<file path="config.mk">
export PLATFORM = sky130hd
export DESIGN_NAME = alu_op_issue
export DESIGN_NICKNAME = d
export VERILOG_FILES = /design/src/rtl/alu_op_issue.sv
export SDC_FILE = /design/constraint.sdc
export NUM_CORES = 1
export LEC_CHECK = 0
export CORE_ASPECT_RATIO = 0.9
export CORE_MARGIN = 1
export CORE_UTILIZATION = 41
export CTS_CLUSTER_SIZE = 12
export DETAILED_ROUTE_END_ITERATION = 10
export PLACE_DENSITY = 0.83
export SYNTH_ARGS = -nofsm -noshare
export SYNTH_HDL_FRONTEND = slang
export SYNTH_SLANG_ARGS = --single-unit
</file>
<file path="constraint.sdc">
create_clock -name clk -period 1.8 [get_ports clk]
set_input_delay 0.27 -clock clk [delete_from_list [all_inputs] [get_ports clk]]
set_output_delay 0.27 -clock clk [all_outputs]
set_load 0.005 [all_outputs]
</file>
<file path="src/rtl/alu_op_issue.sv">
`default_nettype none
// ============================================================================
// Module      : alu_op_issue
// Description : Execute-stage ALU front end. Decodes RV64I instruction words
//               into a 4-bit ALU opcode plus operand-B select and branch
//               polarity, and buffers the decoded ops in a 2-entry FIFO.
//               The FIFO has valid/ready handshakes on both sides.
// Revision    : 1.0 - initial release
// ============================================================================
module alu_op_issue #(
    parameter int TAG_W = 8,
    parameter int DEPTH = 2
) (
    input  logic             clk,
    input  logic             reset,
    input  logic             flush,
    input  logic             in_valid,
    output logic             in_ready,
    input  logic [31:0]      in_instr,
    input  logic [TAG_W-1:0] in_tag,
    output logic             out_valid,
    input  logic             out_ready,
    output logic [3:0]       out_aluop,
    output logic             out_b_imm,
    output logic             out_branch,
    output logic             out_br_on_zero,
    output logic             out_illegal,
    output logic [TAG_W-1:0] out_tag
);

    // ALU operation codes (NOR exists in the ALU but is never issued from here)
    localparam logic [3:0] c_alu_and  = 4'b0000;
    localparam logic [3:0] c_alu_or   = 4'b0001;
    localparam logic [3:0] c_alu_add  = 4'b0010;
    localparam logic [3:0] c_alu_xor  = 4'b0011;
    localparam logic [3:0] c_alu_sll  = 4'b0100;
    localparam logic [3:0] c_alu_srl  = 4'b0101;
    localparam logic [3:0] c_alu_sub  = 4'b0110;
    localparam logic [3:0] c_alu_slt  = 4'b0111;
    localparam logic [3:0] c_alu_sltu = 4'b1000;
    localparam logic [3:0] c_alu_sra  = 4'b1001;
    localparam logic [3:0] c_alu_nop  = 4'b1111;

    // Major opcodes
    localparam logic [6:0] c_opc_op     = 7'b0110011;
    localparam logic [6:0] c_opc_op_imm = 7'b0010011;
    localparam logic [6:0] c_opc_load   = 7'b0000011;
    localparam logic [6:0] c_opc_store  = 7'b0100011;
    localparam logic [6:0] c_opc_jalr   = 7'b1100111;
    localparam logic [6:0] c_opc_auipc  = 7'b0010111;
    localparam logic [6:0] c_opc_lui    = 7'b0110111;
    localparam logic [6:0] c_opc_branch = 7'b1100011;

    // Entry layout: {aluop[3:0], b_imm, branch, br_on_zero, illegal, tag}
    localparam int ENTRY_W = 8 + TAG_W;
    localparam int PTR_W   = $clog2(DEPTH);
    localparam int CNT_W   = $clog2(DEPTH + 1);
    localparam logic [CNT_W-1:0] c_full = CNT_W'(DEPTH);

    logic [6:0]          w_opcode;
    logic [2:0]          w_funct3;
    logic [6:0]          w_funct7;
    logic [5:0]          w_funct6;
    logic                w_unused_instr_bits;

    logic [3:0]          w_aluop;
    logic                w_b_imm;
    logic                w_branch;
    logic                w_br_on_zero;
    logic                w_legal;
    logic [ENTRY_W-1:0]  w_entry;
    logic [ENTRY_W-1:0]  w_head;

    logic [ENTRY_W-1:0]  r_mem [DEPTH];
    logic [PTR_W-1:0]    r_wr_ptr;
    logic [PTR_W-1:0]    r_rd_ptr;
    logic [CNT_W-1:0]    r_count;

    logic                w_push;
    logic                w_pop;

    assign w_opcode = in_instr[6:0];
    assign w_funct3 = in_instr[14:12];
    assign w_funct7 = in_instr[31:25];
    // RV64 shift amounts are 6 bits wide, so immediate shifts qualify on [31:26]
    assign w_funct6 = in_instr[31:26];
    assign w_unused_instr_bits = ^{in_instr[24:15], in_instr[11:7]};

    // Combinational decode of the offered instruction word
    always_comb begin
        w_aluop      = c_alu_nop;
        w_b_imm      = 1'b0;
        w_branch     = 1'b0;
        w_br_on_zero = 1'b0;
        w_legal      = 1'b0;
        case (w_opcode)
            c_opc_op: begin
                w_legal = 1'b1;
                if (w_funct7 == 7'b0000000) begin
                    case (w_funct3)
                        3'b000:  w_aluop = c_alu_add;
                        3'b001:  w_aluop = c_alu_sll;
                        3'b010:  w_aluop = c_alu_slt;
                        3'b011:  w_aluop = c_alu_sltu;
                        3'b100:  w_aluop = c_alu_xor;
                        3'b101:  w_aluop = c_alu_srl;
                        3'b110:  w_aluop = c_alu_or;
                        default: w_aluop = c_alu_and;
                    endcase
                end else if (w_funct7 == 7'b0100000) begin
                    if (w_funct3 == 3'b000) begin
                        w_aluop = c_alu_sub;
                    end else if (w_funct3 == 3'b101) begin
                        w_aluop = c_alu_sra;
                    end else begin
                        w_legal = 1'b0;
                    end
                end else begin
                    w_legal = 1'b0;
                end
            end
            c_opc_op_imm: begin
                w_legal = 1'b1;
                w_b_imm = 1'b1;
                case (w_funct3)
                    3'b000: w_aluop = c_alu_add;
                    3'b001: begin
                        w_aluop = c_alu_sll;
                        w_legal = (w_funct6 == 6'b000000);
                    end
                    3'b010: w_aluop = c_alu_slt;
                    3'b011: w_aluop = c_alu_sltu;
                    3'b100: w_aluop = c_alu_xor;
                    3'b101: begin
                        if (w_funct6 == 6'b000000) begin
                            w_aluop = c_alu_srl;
                        end else if (w_funct6 == 6'b010000) begin
                            w_aluop = c_alu_sra;
                        end else begin
                            w_legal = 1'b0;
                        end
                    end
                    3'b110:  w_aluop = c_alu_or;
                    default: w_aluop = c_alu_and;
                endcase
            end
            c_opc_load, c_opc_store, c_opc_jalr, c_opc_auipc, c_opc_lui: begin
                w_legal = 1'b1;
                w_b_imm = 1'b1;
                w_aluop = c_alu_add;
            end
            c_opc_branch: begin
                w_legal  = 1'b1;
                w_branch = 1'b1;
                case (w_funct3)
                    3'b000: begin w_aluop = c_alu_sub;  w_br_on_zero = 1'b1; end
                    3'b001: begin w_aluop = c_alu_sub;  w_br_on_zero = 1'b0; end
                    3'b100: begin w_aluop = c_alu_slt;  w_br_on_zero = 1'b0; end
                    3'b101: begin w_aluop = c_alu_slt;  w_br_on_zero = 1'b1; end
                    3'b110: begin w_aluop = c_alu_sltu; w_br_on_zero = 1'b0; end
                    3'b111: begin w_aluop = c_alu_sltu; w_br_on_zero = 1'b1; end
                    default: w_legal = 1'b0;
                endcase
            end
            default: w_legal = 1'b0;
        endcase
        // Illegal encodings are normalised so the ALU sees a clean NOP
        if (!w_legal) begin
            w_aluop      = c_alu_nop;
            w_b_imm      = 1'b0;
            w_branch     = 1'b0;
            w_br_on_zero = 1'b0;
        end
    end

    assign w_entry = {w_aluop, w_b_imm, w_branch, w_br_on_zero, ~w_legal, in_tag};

    // Ready depends only on registered occupancy, never on out_ready
    assign in_ready = (r_count != c_full) & ~reset;
    assign w_push   = in_valid & in_ready & ~flush;
    assign w_pop    = out_valid & out_ready;

    // Occupancy and pointer tracking; flush and reset both empty the buffer
    always_ff @(posedge clk) begin
        if (reset || flush) begin
            r_count  <= '0;
            r_wr_ptr <= '0;
            r_rd_ptr <= '0;
        end else begin
            if (w_push) begin
                r_wr_ptr <= r_wr_ptr + PTR_W'(1);
            end
            if (w_pop) begin
                r_rd_ptr <= r_rd_ptr + PTR_W'(1);
            end
            case ({w_push, w_pop})
                2'b10:   r_count <= r_count + CNT_W'(1);
                2'b01:   r_count <= r_count - CNT_W'(1);
                default: r_count <= r_count;
            endcase
        end
    end

    // Entry storage; contents are only observed while counted as valid
    always_ff @(posedge clk) begin
        if (w_push) begin
            r_mem[r_wr_ptr] <= w_entry;
        end
    end

    assign w_head = r_mem[r_rd_ptr];

    // Present the head entry, or the idle NOP pattern when empty
    always_comb begin
        out_valid      = (r_count != '0);
        out_aluop      = c_alu_nop;
        out_b_imm      = 1'b0;
        out_branch     = 1'b0;
        out_br_on_zero = 1'b0;
        out_illegal    = 1'b0;
        out_tag        = '0;
        if (out_valid) begin
            {out_aluop, out_b_imm, out_branch, out_br_on_zero, out_illegal, out_tag} = w_head;
        end
    end

endmodule
`default_nettype wire

</file>
**Word-level counts from Yosys, hierarchy flattened**

Memories as Yosys holds them, arrays and structs flattened. A register that Yosys moved wholly into a read port is not among the register bits.
Index checks and enable logic that the tools add are counted.

- Output and inout port bits: 18
- Input port bits: 45
- Register bits: 4
- Memories: 1
- RAM bits: 32

- Mux-type cells: 38
- Equal/unequal tests: 20
- Bitwise gates (word level): 7
- Reduce and logical (&&, ||, !) cells: 13
- $add $sub $neg: 4

Memories:

| memory | depth | width | read ports | clocked after memory_dff | wr ports | line | text |
|---|---|---|---|---|---|---|---|
| r_mem | 2 | 16 | 1 | 1 | 1 | 74 | `logic [ENTRY_W-1:0] r_mem [DEPTH];` |

Operator list:

| operator | number |
|---|---|
| case mux 4 bit (7 select lines) | 2 |
| == test 7 x 6 -> 1 bit (second input constant) | 4 |
| two-way mux 4 bit | 6 |
| two-way mux 1 bit | 22 |
| case mux 4 bit (4 select lines) | 1 |
| == test 7 x 5 -> 1 bit (second input constant) | 2 |
| == test 7 bit (second input constant) | 2 |
| == test 3 bit (second input constant) | 4 |
| case mux 4 bit (3 select lines) | 1 |
| OR reduction 6 bit | 2 |
| two-way mux 8 bit | 1 |
| == test 7 x 2 -> 1 bit (second input constant) | 1 |
| zero test 7 bit | 1 |
| == test 3 x 2 -> 1 bit (second input constant) | 2 |
| == test 6 x 5 -> 1 bit (second input constant) | 1 |
| zero test 6 bit | 1 |
| two-way mux 3 bit | 2 |
| OR reduction 2 bit | 3 |
| OR reduction 5 bit | 1 |
| AND 1 bit | 4 |
| case mux 1 bit (4 select lines) | 1 |
| case mux 2 bit (2 select lines) | 1 |
| nonzero test 2 bit | 2 |
| == test 3 x 1 -> 1 bit (second input constant) | 1 |
| 11 further kinds | 14 |

**Logic depth before layout (Yosys ltp)**

- Depth after elaboration: 7
- Gate-level depth with buffers: 8
- Gate-level depth less buffers: 8

**Least setup slack after synthesis**

OpenSTA, ideal clock, no wires.

- Path kind: input -> register
- From: input port in_instr[27]
- To: memory r_mem[0][13] in the netlist's numbering (data pin)
- Path slack: -0.005 ns
- Library setup time: 0.278 ns
- Stages: 4
- Required time: 1.522 ns
- Arrival: 1.527 ns
- Path through: or3_4 > nor3_4 > a311oi_2 > or4b_1

- Cells in the longest elaborated chain, start to end: 6

RTL lines:

| element | line | text |
|---|---|---|
| start: declaration | 19 | `input logic [31:0] in_instr,` |
| == test 6 x 5 -> 1 bit | 137 | `end else if (w_funct6 == 6'b010000) begin` |
| two-way mux 3 bit or two-way mux 1 bit (tied branches) | 137 |  |
| two-way mux 4 bit or two-way mux 1 bit (tied branches) | 135 | `if (w_funct6 == 6'b000000) begin` |
| case mux 4 bit (7 select lines) or case mux 1 bit (2 select lines) (tied branches) | 125 | `case (w_funct3)` |
| case mux 4 bit (4 select lines) or case mux 1 bit (4 select lines) (tied branches) | 96 | `case (w_opcode)` |
| two-way mux 4 bit * | 168 | `if (!w_legal) begin` |
| via w_aluop[1] | 66 | `logic [3:0] w_aluop;` |
| end: declaration | 74 |  |

The timed path passes the listed nets; every way through them passes the cells marked *.

**Final worst setup path**

- From: input port in_instr[30]
- To: memory r_mem[0][13] in the netlist's numbering (data pin)

Same word-level chain as after synthesis.

==> results.json <==
{
  "finalSetupViolCount": 0,
  "initial_utilization_pct": 42.49,
  "leakage_nw": 1.274,
  "clkSinkCount": 37,
  "drive_gt1_share_pct": 27.42,
  "arrival_ns": 1.76,
  "clkLatencyLatePin_ns": 0.28,
  "core_area_um2": 4432,
  "min_period_over_period_pct": 97.04,
  "diodes": 0,
  "synth.distinct_cells": 40,
  "die_h_um": 66.29,
  "cts_inserted_buffers": 5,
  "synthMostInstantiatedCell": "edfxtp_1",
  "ys.flop_type": "edfxtp_1",
  "syn_nets": 212,
  "die_w_um": 73.44,
  "netlist_top_cells_count": "edfxtp_1, nor2_1, mux2i_1",
  "ys_seq_elements": 37,
  "clockBufferDepth": 2,
  "async_reset_ff_share_pct": 0,
  "via_count": 1568,
  "clock-skew-final_ns": 0.01047,
  "port_buffers": 47,
  "clock.fmax_ghz": 0.5725,
  "synth_edf_count": 32,
  "slew_viol_final": 0,
  "path_class": "in2reg",
  "netSwitchingPower_uw": 364.6,
  "drt-vias-per-instance": 5.058,
  "final_hold_viol_count": 0,
  "row_count": 23,
  "area_delta_synth_final_pct": 54.55,
  "die_area_um2": 4868,
  "io-pin-count": 63,
  "htree_levels": 2,
  "internal_power_mw": 1.392,
  "setup_tns_ns": 0,
  "worstMarginPinSlew_ns": 0.3029,
  "grt_pass1_wl_mm": 6.610,
  "grtUsageTotal_pct": 18.37,
  "cp_max_fo": 7,
  "drt_pass1_iterations": 4,
  "seq_area_frac_synth_pct": 56.35,
  "yosysTopAreaCell": "edfxtp_1",
  "synth_top_area_share_pct": 51.03,
  "max-slew-margin-rel_pct": 79.71,
  "grt_max_degree": 13,
  "first_global_vias": 1501,
  "drtAntennaViolNets": 0,
  "drc": 0,
  "power_frac_clock_pct": 32.1,
  "min_path_type": "reg2reg",
  "swShare_pct": 20.76,
  "netlist_top_cells_area": "edfxtp_1, mux2i_1, dfxtp_1",
  "p_comb_share_pct": 14.1,
  "critPathRequiredTime_ns": 1.81,
  "yosys_warnings": 0,
  "drv_cap": 0,
  "postSynthCellCount": 163,
  "powerDensity_nw_per_um2": 603.6,
  "drt_wl_total_mm": 4.299,
  "finish.utilization_pct": 65.67,
  "min_period_ns": 1.747,
  "rsz0062_at_grt": "no",
  "startpoint_type": "input port",
  "syn_area_um2": 1883,
  "hpwlAfterDp_mm": 2.996,
  "status": "finished, final reports clean",
  "drt_iter0_drc": 67,
  "place.gp.congestion": 0.8269,
  "avgRoutedWirePerCell_um": 13.87,
  "cts.reportedPaths.clkPinSlew_ns": 0.06,
  "antenna_found_initial": 0,
  "synth.avg_cell_area_um2": 11.55,
  "cts_root_buf": "clkbuf_8",
  "overflow": 0,
  "p_seq_share_pct": 53.8,
  "ir_drop_mv": 0.3356,
  "cts_tree": "yes",
  "final_nets": 296,
  "cp-end-kind": "flip-flop"
}
power by group through the flow:
stage | registers [mW] | logic, mW | clock network (mW)
floorplan | 0.965 | 0.0912 | 0
global placement | 0.965 | 0.233 | 0
detailed placement | 0.966 | 0.238 | 0
CTS | 0.946 | 0.246 | 0.572
global route | 0.946 | 0.271 | 0.620
finish | 0.945 | 0.248 | 0.563
registers in the layout, summed over array words and instances, names as in the netlist, named ones only:
register	flops
r_wr_ptr	1
r_mem	32
r_rd_ptr	1
r_count	2
cells in the final DEF (no fill, tap or decap), types with 5 or more instances in the layout:
cell type,instances
clkbuf_8,6
edfxtp_1,32
nor2_1,23
dlygate4sd2_1,16
clkdlybuf4s50_1,16
buf_4,33
nand2_1,8
mux2i_1,16
a21oi_1,5
dlymetal6s2s_1,13
nor3_1,8
what timing repair did:
action,in CTS,in global routing
hold buffers,0,0
pin swaps,11,5
setup endpoints to repair,24,20
gates resized for setup,39,20
cloned,1,0
setup buffers,3,2
cell families after synthesis:
family | share of synthesized area, %
multiplexers | 8.505
buffers and inverters | 2.591
adder cells (fa/ha/maj) | 2.658
XOR/XNOR | 3.256
flip-flops | 56.35
AND/OR/NAND/NOR | 17.87
AO/OA/AOI/OAI | 8.770
critical path: stages:
cell and delay (ns):
clkdlybuf4s50_1 0.44, buf_4 0.17, a21oi_1 0.16, o21ai_1 0.08
a21oi_1 0.16, or4b_4 0.48
area by class of cell:
class	instances	area [um^2]
repair buffers	84	804.5
clock buffers	8	90.09
multi-input cells	114	849.6
fillers	328	1521
inverters	5	18.77
flip-flops and latches	37	1070
well taps	62	77.57
path summary, 6_finish.rpt:
kind | start | to | slack (ns) | depth (start not counted)
worst min-delay path | r_rd_ptr | r_rd_ptr | 0.56 | 2
worst max register to register | r_count[0] | r_count[1] | 0.17 | 8
worst max-delay path | in_instr[30] | r_mem[0][13] | 0.05 | 6
worst min register to register | r_rd_ptr | r_rd_ptr | 0.56 | 2
metal layers:
layer	vias to the layer above	GRT usage, %	wire, um
li1	766	-	-
met1	744	20.06	1736
met2	54	34.26	2316
met3	4	3.963	183
met4	0	7.452	63
met5	-	0	0
metrics by stage:
step / instance area [um^2] / power (mW) / hold slack, ns / setup WS (ns) / cells
global route: 2910 / 1.837 / 0.5671 / 0.003037 / 310
CTS: 2844 / 1.765 / 0.5574 / -0.007851 / 308
detailed placement: 2646 / 1.204 / 0.5409 / -0.5177 / 296
floorplan: 1883 / 1.056 / 0.3466 / -0.004815 / 163
global placement: 2646 / 1.198 / 0.5350 / -0.4807 / 296
finish: 2910 / 1.757 / 0.5591 / 0.05330 / 310
Note: power is estimated with default switching activity, not from simulation.
